## src/rtl/twos_negate_pkg.sv

```systemverilog
// Shared types and defaults for the serial two's-complement negation block.
package twos_negate_pkg;

  typedef enum logic [1:0] {IDLE, CALC, DONE} neg_state_t;

  localparam int unsigned WIDTH_DEF = 32;
  localparam int unsigned CHUNK_DEF = 8;

  function automatic int unsigned nchunk(input int unsigned width, input int unsigned chunk);
    return width / chunk;
  endfunction

endpackage

```

## src/rtl/inc_chunk.sv

```systemverilog
// One slice of the serial incrementer: adds a single carry bit into a CHUNK-bit slice.
module inc_chunk #(
  parameter int unsigned CHUNK = 8
) (
  input  logic [CHUNK-1:0] i_slice,
  input  logic             i_carry,
  output logic [CHUNK-1:0] o_sum,
  output logic             o_carry
);

  always_comb begin
    {o_carry, o_sum} = {1'b0, i_slice} + (CHUNK + 1)'(i_carry);
  end

endmodule

```

## src/rtl/twos_negate_serial_32bit.sv

```systemverilog
// Turns a one's-complement operand c = ~a into -a = c + 1, rippling the +1 carry one
// CHUNK-bit slice per cycle, with overflow and zero flags and valid/ready on both sides.
module twos_negate_serial_32bit
  import twos_negate_pkg::*;
#(
  parameter int unsigned WIDTH = WIDTH_DEF,
  parameter int unsigned CHUNK = CHUNK_DEF
) (
  input  logic             clk,
  input  logic             rst_n,
  input  logic             in_valid,
  output logic             in_ready,
  input  logic [WIDTH-1:0] in_c,
  output logic             out_valid,
  input  logic             out_ready,
  output logic [WIDTH-1:0] out_neg,
  output logic             out_ovf,
  output logic             out_zero
);

  localparam int unsigned NCHUNK = nchunk(WIDTH, CHUNK);
  localparam int unsigned IDXW   = (NCHUNK > 1) ? $clog2(NCHUNK) : 1;
  localparam logic [IDXW-1:0]  LAST_IDX = IDXW'(NCHUNK - 1);
  localparam logic [WIDTH-1:0] OVF_PAT  = {1'b0, {(WIDTH - 1){1'b1}}};

  if (WIDTH % CHUNK != 0) begin : g_bad_chunk
    $error("twos_negate_serial_32bit: WIDTH must be a multiple of CHUNK");
  end

  neg_state_t       r_state;
  neg_state_t       w_state_nxt;
  logic [WIDTH-1:0] r_work;
  logic [IDXW-1:0]  r_idx;
  logic             r_carry;
  logic             r_last;
  logic             r_ovf_pend;
  logic [WIDTH-1:0] r_neg;
  logic             r_ovf;
  logic             r_zero;

  logic [CHUNK-1:0] w_slice;
  logic [CHUNK-1:0] w_sum;
  logic             w_cout;

  assign w_slice = r_work[r_idx * CHUNK +: CHUNK];

  inc_chunk #(
    .CHUNK (CHUNK)
  ) u_inc_chunk (
    .i_slice (w_slice),
    .i_carry (r_carry),
    .o_sum   (w_sum),
    .o_carry (w_cout)
  );

  always_ff @(posedge clk or negedge rst_n) begin
    if (!rst_n) begin
      r_state <= IDLE;
    end else begin
      r_state <= w_state_nxt;
    end
  end

  always_comb begin
    w_state_nxt = r_state;
    unique case (r_state)
      IDLE:    if (in_valid) w_state_nxt = CALC;
      CALC:    if (r_last) w_state_nxt = DONE;
      DONE:    if (out_ready) w_state_nxt = IDLE;
      default: w_state_nxt = IDLE;
    endcase
  end

  always_comb begin
    in_ready  = (r_state == IDLE);
    out_valid = (r_state == DONE);
    out_neg   = r_neg;
    out_ovf   = r_ovf;
    out_zero  = r_zero;
  end

  // All slices are always visited (fixed latency); r_last marks the extra cycle in which
  // the finished word and flags are captured into the output registers.
  always_ff @(posedge clk or negedge rst_n) begin
    if (!rst_n) begin
      r_work     <= '0;
      r_idx      <= '0;
      r_carry    <= 1'b0;
      r_last     <= 1'b0;
      r_ovf_pend <= 1'b0;
      r_neg      <= '0;
      r_ovf      <= 1'b0;
      r_zero     <= 1'b0;
    end else begin
      unique case (r_state)
        IDLE: begin
          if (in_valid) begin
            r_work     <= in_c;
            r_carry    <= 1'b1;
            r_idx      <= '0;
            r_last     <= 1'b0;
            r_ovf_pend <= (in_c == OVF_PAT);
          end
        end
        CALC: begin
          if (!r_last) begin
            r_work[r_idx * CHUNK +: CHUNK] <= w_sum;
            r_carry                        <= w_cout;
            if (r_idx == LAST_IDX) begin
              r_last <= 1'b1;
            end else begin
              r_idx <= r_idx + 1'b1;
            end
          end else begin
            r_neg  <= r_work;
            r_ovf  <= r_ovf_pend;
            r_zero <= (r_work == '0);
          end
        end
        default: ;
      endcase
    end
  end

endmodule

```

## config.mk

```make
export PLATFORM = sky130hd
export DESIGN_NAME = twos_negate_serial_32bit
export DESIGN_NICKNAME = d
export VERILOG_FILES = /design/src/rtl/twos_negate_pkg.sv /design/src/rtl/inc_chunk.sv /design/src/rtl/twos_negate_serial_32bit.sv
export SDC_FILE = /design/constraint.sdc
export NUM_CORES = 1
export LEC_CHECK = 0
export ABC_AREA = 1
export CORE_ASPECT_RATIO = 0.5
export CORE_UTILIZATION = 30
export DETAILED_ROUTE_END_ITERATION = 6
export PLACE_DENSITY = 0.49
export REMOVE_ABC_BUFFERS = 1
export SLEW_MARGIN = 0
export SYNTH_ARGS = -nofsm -noshare
export SYNTH_HDL_FRONTEND = slang
export SYNTH_SLANG_ARGS = --single-unit
```

## constraint.sdc

```tcl
create_clock -name clk -period 2.08 [get_ports clk]
set_input_delay 0.52 -clock clk [delete_from_list [all_inputs] [get_ports clk]]
set_output_delay 0.52 -clock clk [all_outputs]
set_load 0.005 [all_outputs]
```

==> flow_summary.ini <==
[floorplanning]
die_y_um = 82.81
core_um2 = 12700
dieArea_um2 = 13550
ios = 72
num_rows = 29
start_util_pct = 30.85
die_w_um = 163.6

[yosys]
synthFlopType = dfrtp_1
ys_types = 38
netlist_area_um2 = 3918
synth_area_per_cell_um2 = 8.389
seq_area_frac_synth_pct = 46.63
netlist_instances = 467
ys_seq_elements = 73
synth_edf_count = 0
async_flop_share_pct = 100.0
synth_warnings = 0

[status]
status = complete, but fails checks
violations = design-rule violations

[timing]
worst-slew-pin-transition_ns = 0.8636
drv_slew = 0
setup_viol = 0
timing.final.crit_period_ns = 2.047
fin_crit_sh_pct = 98.41
skew_ns = 0.005153
rsz0062_at_grt = yes
hold_viol = 0
max_freq_mhz = 488.5
hold-worst-slack_ns = 0.1265
fin_tns_setup_ns = 0
relSlewSlack_pct = 42.42

[routing]
wire_per_inst_um = 16.23
vias_per_cell = 4.927
first_iter_violations = 246
ant_nets = 0
totalWireLength_mm = 12.16
num_vias = 3690
drc = 2
dr.pass1.iters = 7

[clock_network]
clock_latency_ns = 0.34
cts_tree = built
clock_path_buffers = 2
clockRootBuffer = clkbuf_16
cts_buffers = 9
cts_max_level = 3
clock-sinks = 73
cts_hold_buf = 0
clkSlewWorstSetupHoldPaths_ns = 0.06

[cells_and_area]
post-route-util_pct = 44.30
nNetsFinal = 616
final_cell_mix = nand2_1, dfrtp_1, clkdlybuf4s50_1, buf_4, inv_1
layout-drive-gt1-share_pct = 22.63
area_delta_synth_final_pct = 43.60
final_area_um2 = 5625
layout_commonest_cell = nand2_1
antenna_cells = 0

[critical_path]
r2r_end = r_work[12]
endpoint = r_work[12]
worstPathCellList = inv_4 -> buf_6 -> nand2_2 -> a21oi_2 -> ha_2 -> ha_4 -> nand3_2 -> o21ai_2 -> nand2_2 -> nor2_4 -> nand3_2 -> a22oi_2
required_ns = 2.34
cpPeakStageDelay_ns = 0.41
path_max_fanout = 6
worst_path_max_delay_cell = dfrtp_1
arrival_ns = 2.30
worstSetupPathType = reg2reg
cp-start-kind = flop
critPathLaunch = r_idx[0]
rrSetupSlack_ns = 0.03
crit_path_end_kind = flop
r2r-start = r_idx[0]
r2r_cells = 12

[placement]
io_buffers = 71
dp_hpwl_mm = 9.132
gp_congestion = 0.9152
placed_area_um2 = 4995

[grt]
antenna_found_initial = 0
grt_pass1_wl_mm = 19.29
grt_max_degree = 57
globalRouteOverflowTotal = 0
grt_pass1_vias = 3448
grt_usage_pct = 18.71

[pwr]
ir_drop_uv = 510.7
p_per_area_nw_per_um2 = 1817
p_total_mw = 10.22
leakage_nw = 2.494

[worst_hold_path]
hp-class = in2async

[flow_run]
maxCapViolations = 0
## cells in the mapped netlist, types with 2 or more instances
cell        n  area share, %
a21oi_1    38            4.9
a22oi_1    21            4.0
a22oi_2     2           0.64
buf_2       8            1.0
buf_4       3           0.57
buf_6       7            2.0
clkbuf_1    3           0.29
dfrtp_1    73             47
ha_1        6            1.9
inv_1      38            3.6
inv_2       4           0.38
nand2_1   122             12
nand2_2     5           0.80
nand3_1    25            3.2
nand3_2     6            1.5
nand4_1    17            2.7
nor2_1     23            2.2
nor2_2      2           0.32
nor2_4      3           0.86
nor4_1     10            1.6
o211ai_1    2           0.38
o21ai_0    26            3.3
o21ai_1     6           0.77
o21ai_4     2           0.83
o31ai_1     2           0.38
## repair_timing
action / in CTS / in global routing
resized for setup: 4 / 47
pin swaps: 2 / 21
cloned: 0 / 0
setup buffers: 0 / 6
endpoints found under the setup margin: 4 / 27
## state kept, by name, indices dropped and copies added (netlist names)
| name | flops |
|---|---|
| r_idx | 2 |
| r_work | 32 |
| out_ovf | 1 |
| out_neg | 32 |
| r_state | 2 |
| r_last | 1 |
| out_zero | 1 |
| r_carry | 1 |
| r_ovf_pend | 1 |
## cell families after synthesis
kind of cell	count (synthesis)	share of synthesized area, %
AO/OA/AOI/OAI	102	15.84
XOR/XNOR	1	0.4153
buffers and inverters	66	8.560
adder cells (fa/ha/maj)	6	1.916
flip-flops	73	46.63
AND/OR/NAND/NOR	219	26.64
## worst min-delay path by stage
stage                  end  slack (ns)
2_1_floorplan   out_neg[0]        0.22
3_3_place_gp   out_neg[30]        0.46
3_5_place_dp   out_neg[27]        0.46
4_1_cts         out_neg[6]        0.15
5_1_grt         out_neg[6]        0.15
6_report        out_neg[6]        0.13
## worst max-delay path: cells and delay by family, from the launching register on
family | cells | cell delay, ns
AO/OA/AOI/OAI | 3 | 0.47
AND/OR/NAND/NOR | 5 | 0.50
adder cells (fa/ha/maj) | 2 | 0.38
flip-flops | 1 | 0.41
buffers and inverters | 2 | 0.21
## through the flow
step | std cells | worst slack, ns
2_1_floorplan | 444 | -0.3009
3_3_place_gp | 727 | -0.01312
3_5_place_dp | 727 | -0.02248
4_1_cts | 743 | 0.005450
5_1_grt | 749 | -0.09070
6_report | 749 | 0.03307
## report_power, final
part / leakage (nW) / switching (mW) / internal, mW / total, mW
clock: 0.175 / 0.618 / 1.27 / 1.89
sequential: 0.918 / 0.486 / 2.07 / 2.56
combinational: 1.40 / 3.26 / 2.52 / 5.77
## metal layers
metal  GRT usage, %  wire length, um
met3          3.696              636
met2          24.96             5044
met5              0                0
met4          4.798              144
met1          29.95             6333
## area by class of cell
type,count,area (um^2)
inverters,43,163.9
clock inverters,4,97.59
flip-flops and latches,73,1827
repair buffers,119,1124
well taps,170,212.7
multi-input cells,328,1934
clock buffers,12,266.5
fillers,1283,7074
Power figures use the tool's default switching activity.
